<file path="src/rtl/fixed_point_squarer.sv">
// Sequential unsigned fixed-point squarer.
// Computes X*X with a radix-2 shift-add datapath, one multiplier bit per cycle.
// The result keeps the operand's fixed-point scale.
// A saturated single-word copy and an overflow flag are also provided.
module fixed_point_squarer #(
  parameter int pWidth = 32,
  parameter int pScale = 17
) (
  input  logic                  Clock,
  input  logic                  Reset,
  input  logic [pWidth-1:0]     iOperand,
  input  logic                  iInputReady,
  output logic                  oBusy,
  output logic                  oOutputReady,
  output logic [2*pWidth-1:0]   oResult,
  output logic [pWidth-1:0]     oResultWord,
  output logic                  oOverflow
);

  localparam int CW = $clog2(pWidth);
  localparam logic [CW-1:0] LAST_COUNT = CW'(pWidth - 1);

  typedef enum logic [1:0] {
    IDLE = 2'd0,
    CALC = 2'd1,
    DONE = 2'd2
  } state_t;

  state_t              state_reg;
  logic [2*pWidth-1:0] acc_reg;
  logic [pWidth-1:0]   mcand_reg;
  logic [pWidth-1:0]   mult_reg;
  logic [CW-1:0]       count_reg;

  logic [2*pWidth-1:0] addend;
  logic [2*pWidth-1:0] acc_next;
  logic [2*pWidth-1:0] result_next;
  logic [pWidth-1:0]   word_next;
  logic                overflow_next;

  // Partial-product step and result formatting from the would-be next accumulator
  always_comb begin
    addend        = '0;
    if (mult_reg[0]) begin
      addend = {{pWidth{1'b0}}, mcand_reg} << count_reg;
    end
    acc_next      = acc_reg + addend;
    // Truncating scale-down: the low pScale fraction bits of the product are dropped.
    result_next   = acc_next >> pScale;
    overflow_next = |acc_next[2*pWidth-1:pWidth+pScale];
    word_next     = overflow_next ? '1 : result_next[pWidth-1:0];
  end

  // Control FSM, datapath registers and registered outputs
  always_ff @(posedge Clock) begin
    if (Reset) begin
      state_reg    <= IDLE;
      acc_reg      <= '0;
      mcand_reg    <= '0;
      mult_reg     <= '0;
      count_reg    <= '0;
      oBusy        <= 1'b0;
      oOutputReady <= 1'b0;
      oResult      <= '0;
      oResultWord  <= '0;
      oOverflow    <= 1'b0;
    end else begin
      oOutputReady <= 1'b0;
      case (state_reg)
        CALC: begin
          acc_reg   <= acc_next;
          mult_reg  <= mult_reg >> 1;
          count_reg <= count_reg + 1'b1;
          if (count_reg == LAST_COUNT) begin
            state_reg    <= DONE;
            oBusy        <= 1'b0;
            oOutputReady <= 1'b1;
            oResult      <= result_next;
            oResultWord  <= word_next;
            oOverflow    <= overflow_next;
          end
        end
        default: begin
          // IDLE and DONE both accept; a request seen in DONE starts back-to-back.
          if (iInputReady) begin
            state_reg <= CALC;
            mcand_reg <= iOperand;
            mult_reg  <= iOperand;
            acc_reg   <= '0;
            count_reg <= '0;
            oBusy     <= 1'b1;
          end else begin
            state_reg <= IDLE;
            oBusy     <= 1'b0;
          end
        end
      endcase
    end
  end

endmodule

</file>
<file path="config.mk">
export PLATFORM = sky130hd
export DESIGN_NAME = fixed_point_squarer
export DESIGN_NICKNAME = d
export VERILOG_FILES = /design/src/rtl/fixed_point_squarer.sv
export SDC_FILE = /design/constraint.sdc
export NUM_CORES = 1
export LEC_CHECK = 0
export ABC_AREA = 1
export CAP_MARGIN = 20
export CORE_ASPECT_RATIO = 1.75
export CORE_MARGIN = 2
export CORE_UTILIZATION = 50
export CTS_CLUSTER_SIZE = 28
export DETAILED_ROUTE_END_ITERATION = 10
export MAX_ROUTING_LAYER = met4
export PLACE_DENSITY = 0.67
export SYNTH_ARGS = -nofsm -noshare
export SYNTH_HDL_FRONTEND = slang
export SYNTH_SLANG_ARGS = --single-unit
export TNS_END_PERCENT = 10
</file>
<file path="constraint.sdc">
create_clock -name Clock -period 5 [get_ports Clock]
set_clock_uncertainty 0.05 [all_clocks]
set_input_delay 1.5 -clock Clock [delete_from_list [all_inputs] [get_ports Clock]]
set_output_delay 1.5 -clock Clock [all_outputs]
set_load 0.05 [all_outputs]
</file>
* Word-level counts from Yosys, hierarchy flattened
Cells that the tools add are included.
** Operators by class
- Add/subtract/negate cells :: 2
- $mul :: 0
- Div/mod/pow operators :: 0
- Magnitude comparators :: 0
- Equal/unequal tests :: 3
- Shift operators :: 1
- Multiplexer cells :: 15
- Bitwise operators :: 1
- Reduce and logical (&&, ||, !) cells :: 6
** Operators by type and width (number)
- 64-bit 2-to-1 mux :: 3
- 64-bit adder :: 1
- 32-bit by 5-bit left shift with 64-bit output :: 1
- 31-bit 2-to-1 mux :: 2
- 32-bit 2-to-1 mux :: 1
- 15-bit OR reduction :: 1
- 5-bit 2-to-1 mux :: 2
- 5-bit by 1-bit adder with 5-bit output (second input constant) :: 1
- 5-bit == test (second input constant) :: 1
- 1-bit 2-to-1 mux :: 5
- 2-bit 2-to-1 mux :: 2
- 2-bit AND reduction :: 2
- 2-bit OR reduction :: 2
- 2-bit by 1-bit == test with 1-bit output (second input constant) :: 1
- 2-bit inequality test (second input constant) :: 1
- 2-bit nonzero test :: 1
- 1-bit inverter :: 1
** Storage, ports and cells
- Register bits after elaboration :: 217
- Latch bits :: 0
- RAM bits :: 0
- Bits in read-only memories :: 0
- Input bits :: 35
- Output and inout port bits :: 99
- Memories :: 0

* Depth between registers and ports, before layout
- Word-level depth :: 5
- Mapped depth :: 33
- Gate-level depth less buffers :: 32

* Least setup slack after synthesis
No wires, ideal clock.
- Kind :: register to register
- Start :: register count_reg[0]
- End :: register oOverflow
- Library setup time :: 114 ps
- Arrival :: 3372 ps
- Slack :: 1464 ps
- Stages on the path, launching flop included :: 31
- Cell sequence :: dfxtp_1 clkbuf_1 buf_1 nand2_1 nand3_1 nand2_1 o21ai_0 inv_1 nand2_1 o21ai_0 o22ai_1 ha_1 nand2_2 inv_1 nand2_1 nand2_1 nand2_1 nand2_1 nand2_1 nand2_1 a21oi_1 nand2_1 nand2_1 nand2_2 nor2_1 nand2_1 nor2_2 nand2_2 nand2_4 buf_8 nand2_2
** On the way
- Cells in the longest elaborated chain, start to end :: 4
** Ends and longest elaborated chain
- start, declared :: RTL line 33 : logic [CW-1:0] count_reg;
- start signal, assigned :: RTL line 73 : count_reg <= count_reg + 1'b1;
- 32-bit by 5-bit left shift with 64-bit output :: RTL line 45 : addend = {{pWidth{1'b0}}, mcand_reg} << count_reg;
- 64-bit 2-to-1 mux :: RTL line 44 : if (mult_reg[0]) begin
- 64-bit adder :: RTL line 47 : acc_next = acc_reg + addend;
- 15-bit OR reduction :: RTL line 50 : overflow_next = |acc_next[2*pWidth-1:pWidth+pScale];
- end signal, assigned :: RTL line 80 : oOverflow <= overflow_next;
- end, declared :: RTL line 17 : output logic oOverflow
Several ways; a longest one is shown, not always the timed one.
A chain may end at the register's enable or synchronous reset.

* Worst setup path in the final report
- Start :: register count_reg[0]
- End :: register oResultWord[31]
** On the way
- Cells in the longest elaborated chain, start to end :: 5
** Ends and longest elaborated chain
- 32-bit by 5-bit left shift with 64-bit output :: RTL line 45
- 64-bit 2-to-1 mux :: RTL line 44
- 64-bit adder :: RTL line 47
- 15-bit OR reduction :: RTL line 50
- 32-bit 2-to-1 mux :: RTL line 51 : word_next = overflow_next ? '1 : result_next[pWidth-1:0];
- end signal, assigned :: RTL line 79 : oResultWord <= word_next;
- end, declared :: RTL line 16 : output logic [pWidth-1:0] oResultWord,
Several ways; a longest one is shown, not always the timed one.

==> results.md <==
- Setup repair after global routing left no endpoint under its margin.
- The cell with the biggest individual delay on the critical path is sky130_fd_sc_hd__ha_1.
- The clock drives 216 sinks.
- The average detailed-routed wire length per instance is 19.3 um.
- The maximum fanout along the worst path is 23.
- Dividing total power by cell area gives a power density of 223 nW/um^2.
- The clock period minus final worst setup slack is 4740 ps.
- The detailed-route DRC error count is 0.
- The mapped netlist covers 15500 um^2.
- The number of rows in the core area is 85.
- For this block, the initial DRC count from the detailed router was 1123.
- The max-cap check violation count is 0.
- The number of flops mapped to enable cells by yosys is 0.
- In the final layout, the share of cells above drive strength 1 is 0.0763.
- Buffers inserted during clock tree synthesis total 22.
- The depth of the worst register-to-register path is 28.
- The number of buffers on the longest clock path is 3.
- The clock slew at the register clock pins of the worst setup and hold paths is 70 ps.
- Relative to the synthesized area, the layout overhead comes to 15.6%.
- The register with the most flip-flops in the layout has 64 of them.
- Summed over all layers, the global routing overflow is 0.
- The count of final hold-check violations is 0.
- At the pin with the least slew margin, the transition time is 951 ps.
- The register area is 4320 um^2.
- The sequential area share after synthesis is 0.278.
- The worst hold slack is 412 ps.
- The horizontal die dimension is 137 um.
- The number of endpoints failing setup at the final stage is 0.
- The iteration count of the initial detailed-routing pass is 9.
- The run finished with clean final reports.
- The clock insertion delay at the later pin of the skew report is 550 ps.
- The required time at the endpoint of the critical path is 5370 ps.
- The H-tree depth is 1.
- The wire length after detailed routing is 60.9 mm.
- At the placement stage, the worst setup path has a slack of 244 ps.
- Buffers added to address setup during post-CTS repair amount to 0.
- The die covers 32600 um^2.
- For this run, the slowest stage of the critical path takes 430 ps.
- Across every metal layer, demand over resource in global routing totals 0.382.
- The critical path class is flip-flop to flip-flop.
- Across all setup checks in the final design, the least slack found is 262 ps.
- Measured against its own limit, the worst slew margin works out to 0.365.
- Counting every instance in the synthesized netlist gives 2665.
- The worst-case IR drop observed on VDD is 0.000286 V.
- The die is 237 um tall.
- The share of the cycle needed by the critical path after routing is 0.948.
- The path category of the worst min-delay check is flip-flop to flip-flop.
- The synthesized netlist contains 46 unique library cells.
- The maximum operating frequency is 0.211 GHz.
- The weighted congestion reported at the end of routability-driven placement is 1.09.
- The initial utilization of the core area, before any placement, comes to 0.506.
- Entering global routing, the biggest net connects 65 pins.
- The via count of the first global-routing pass is 16.2k.
- The number of antenna-violating nets in the routed design is 0.
- The endpoint kind of the worst setup timing path is a flip-flop.
- The initial antenna violation count is 0.
- Post-CTS repair changed the size of 0 cells.
- The routed layout has 17.0k vias.
- The average instance in the mapped netlist occupies 5.83 um^2.
- The cell sitting at the root of the clock tree is a sky130_fd_sc_hd__clkbuf_16.
- The net count of the finished layout is 2853.
- In this run the tool buffered the top-level ports with 116 buffer cells.
- TritonCTS built the clock tree.
- The standby leakage power is 0.00894 uW.
- The critical path launch point type is a flip-flop.
- The summed negative setup slack over all endpoints is 0 ps.
- The worst hold path passes through 2 cells.
- During I/O placement, the number of pins put on the boundary was 134.
- The number of hold buffers added after CTS was 0.
- The number of antenna diodes in the final layout is 0.
- In the synthesized netlist the async set-or-reset flop fraction comes to 0.
- For this run, the leading register cell type out of synthesis is sky130_fd_sc_hd__dfxtp_1.
- The global-route wire length before repair is 90.7 mm.
- The via density per instance is 5.39.
- The multi-input combinational cells in the finished layout cover a total of 9210 um^2.
- The total area inside the core boundary comes to 30700 um^2.
- The flip-flop and latch count after synthesis is 216.
- The total number of yosys warnings is 0.
- The endpoint arrival time on the critical path is 5110 ps.
- The number of max-slew violations in the final report came to 0.
- The layout has 3107 filler cells.
- The HPWL after detailed placement is 48.8 mm.
-- layout by cell type (no fill, tap or decap), types with 3 or more instances in the layout --
cell / netlist / layout
sky130_fd_sc_hd__clkinv_1: 8 / 8
sky130_fd_sc_hd__nor2_4: 4 / 6
sky130_fd_sc_hd__inv_1: 400 / 400
sky130_fd_sc_hd__clkdlybuf4s50_1: 0 / 115
sky130_fd_sc_hd__clkinv_2: 0 / 3
sky130_fd_sc_hd__bufinv_16: 0 / 4
sky130_fd_sc_hd__clkbuf_16: 0 / 22
sky130_fd_sc_hd__dfxtp_1: 216 / 216
sky130_fd_sc_hd__nor2_1: 180 / 175
sky130_fd_sc_hd__nand3_2: 6 / 6
sky130_fd_sc_hd__o21ai_1: 0 / 5
sky130_fd_sc_hd__nor3_1: 14 / 14
sky130_fd_sc_hd__a31oi_1: 9 / 9
sky130_fd_sc_hd__buf_4: 17 / 45
sky130_fd_sc_hd__nand4_1: 7 / 7
sky130_fd_sc_hd__and2_1: 4 / 4
sky130_fd_sc_hd__buf_12: 0 / 5
sky130_fd_sc_hd__inv_2: 13 / 13
sky130_fd_sc_hd__or2_2: 13 / 13
sky130_fd_sc_hd__clkbuf_8: 0 / 3
sky130_fd_sc_hd__nand2_2: 47 / 50
sky130_fd_sc_hd__nand2_1: 976 / 973
sky130_fd_sc_hd__nand3_1: 90 / 90
sky130_fd_sc_hd__a22oi_1: 4 / 4
sky130_fd_sc_hd__ha_1: 65 / 65
sky130_fd_sc_hd__a21oi_1: 198 / 197
sky130_fd_sc_hd__nor2_2: 22 / 25
sky130_fd_sc_hd__xnor2_1: 6 / 5
sky130_fd_sc_hd__xor2_1: 17 / 17
sky130_fd_sc_hd__o22ai_1: 32 / 32
sky130_fd_sc_hd__o21a_1: 3 / 3
sky130_fd_sc_hd__o21ai_0: 172 / 167
sky130_fd_sc_hd__nor3_2: 4 / 4
sky130_fd_sc_hd__mux2i_1: 8 / 7
sky130_fd_sc_hd__a22o_1: 13 / 13
sky130_fd_sc_hd__conb_1: 1 / 17
-- cells in the mapped netlist, types with 8 or more instances --
cell	n	area, um^2
sky130_fd_sc_hd__nand3_1	90	450
sky130_fd_sc_hd__o21ai_0	172	861
sky130_fd_sc_hd__a22o_1	13	114
sky130_fd_sc_hd__o22ai_1	32	200
sky130_fd_sc_hd__inv_2	13	48.8
sky130_fd_sc_hd__xor2_1	17	149
sky130_fd_sc_hd__a31oi_1	9	56.3
sky130_fd_sc_hd__clkbuf_1	88	330
sky130_fd_sc_hd__inv_1	400	1500
sky130_fd_sc_hd__or2_2	13	81.3
sky130_fd_sc_hd__nand2_1	976	3660
sky130_fd_sc_hd__a21oi_1	198	991
sky130_fd_sc_hd__dfxtp_1	216	4320
sky130_fd_sc_hd__nor2_2	22	138
sky130_fd_sc_hd__clkinv_1	8	30.0
sky130_fd_sc_hd__mux2i_1	8	80.1
sky130_fd_sc_hd__nor2_1	180	676
sky130_fd_sc_hd__buf_4	17	128
sky130_fd_sc_hd__buf_1	9	33.8
sky130_fd_sc_hd__nor3_1	14	70.1
sky130_fd_sc_hd__ha_1	65	813
sky130_fd_sc_hd__nand2_2	47	294
-- power breakdown --
part / total [uW] / switching, uW / internal (uW)
registers: 1770 / 19.5 / 1750
logic: 421 / 300 / 121
clock network: 1820 / 752 / 1060
-- layout make-up --
type                    count  area share
flip-flops and latches    216       0.241
well taps                 391      0.0272
repair buffers            165      0.0884
clock inverters            11     0.00982
inverters                 421      0.0879
clock buffers              27      0.0334
multi-input cells        1926       0.513
-- kinds of logic (layout without fill, tap and decap cells) --
family          Yosys count  count (layout)  synth area share
mux                       8               8           0.00515
fa+ha+maj                66              66            0.0536
simple gates           1375            1375             0.364
flops                   216             216             0.278
other cells               1              17          0.000241
xor+xnor                 23              23            0.0130
compound gates          437             437             0.149
buf+inv                 539             624             0.136
-- stage by stage --
stage	std cells	area [um^2]	util	total power, uW
detailed placement	3118	17100	0.558	2220
finish	3157	18000	0.585	4010
global route	3157	18000	0.585	4110
floorplan	2681	15600	-	2080
global placement	3118	17100	0.558	2220
CTS	3156	17900	0.583	4000
-- worst paths after layout --
| kind | start | end | slack (ps) |
|---|---|---|---|
| worst max-delay path | count_reg[0] | oResultWord[31] | 260 |
| worst min-delay path | oResult[18] | oResult[18] | 410 |
| worst max register to register | count_reg[0] | oResultWord[31] | 260 |
| worst min register to register | oResult[18] | oResult[18] | 410 |
-- worst max-delay path: cells and delay by family (launching register included) --
kind | cells | cell delay (ps)
and+or+nand+nor | 16 | 1950
buffers and inverters | 6 | 990
AOI/OAI and AO/OA | 5 | 820
adders and majority gates | 1 | 430
DFF | 1 | 360
-- routing by layer --
layer	GRT usage	share of wire
met1	0.357	0.33
met2	0.658	0.51
met3	0.0516	0.047
met4	0.352	0.12
met5	-	0
(Power assumes the default switching activity.)
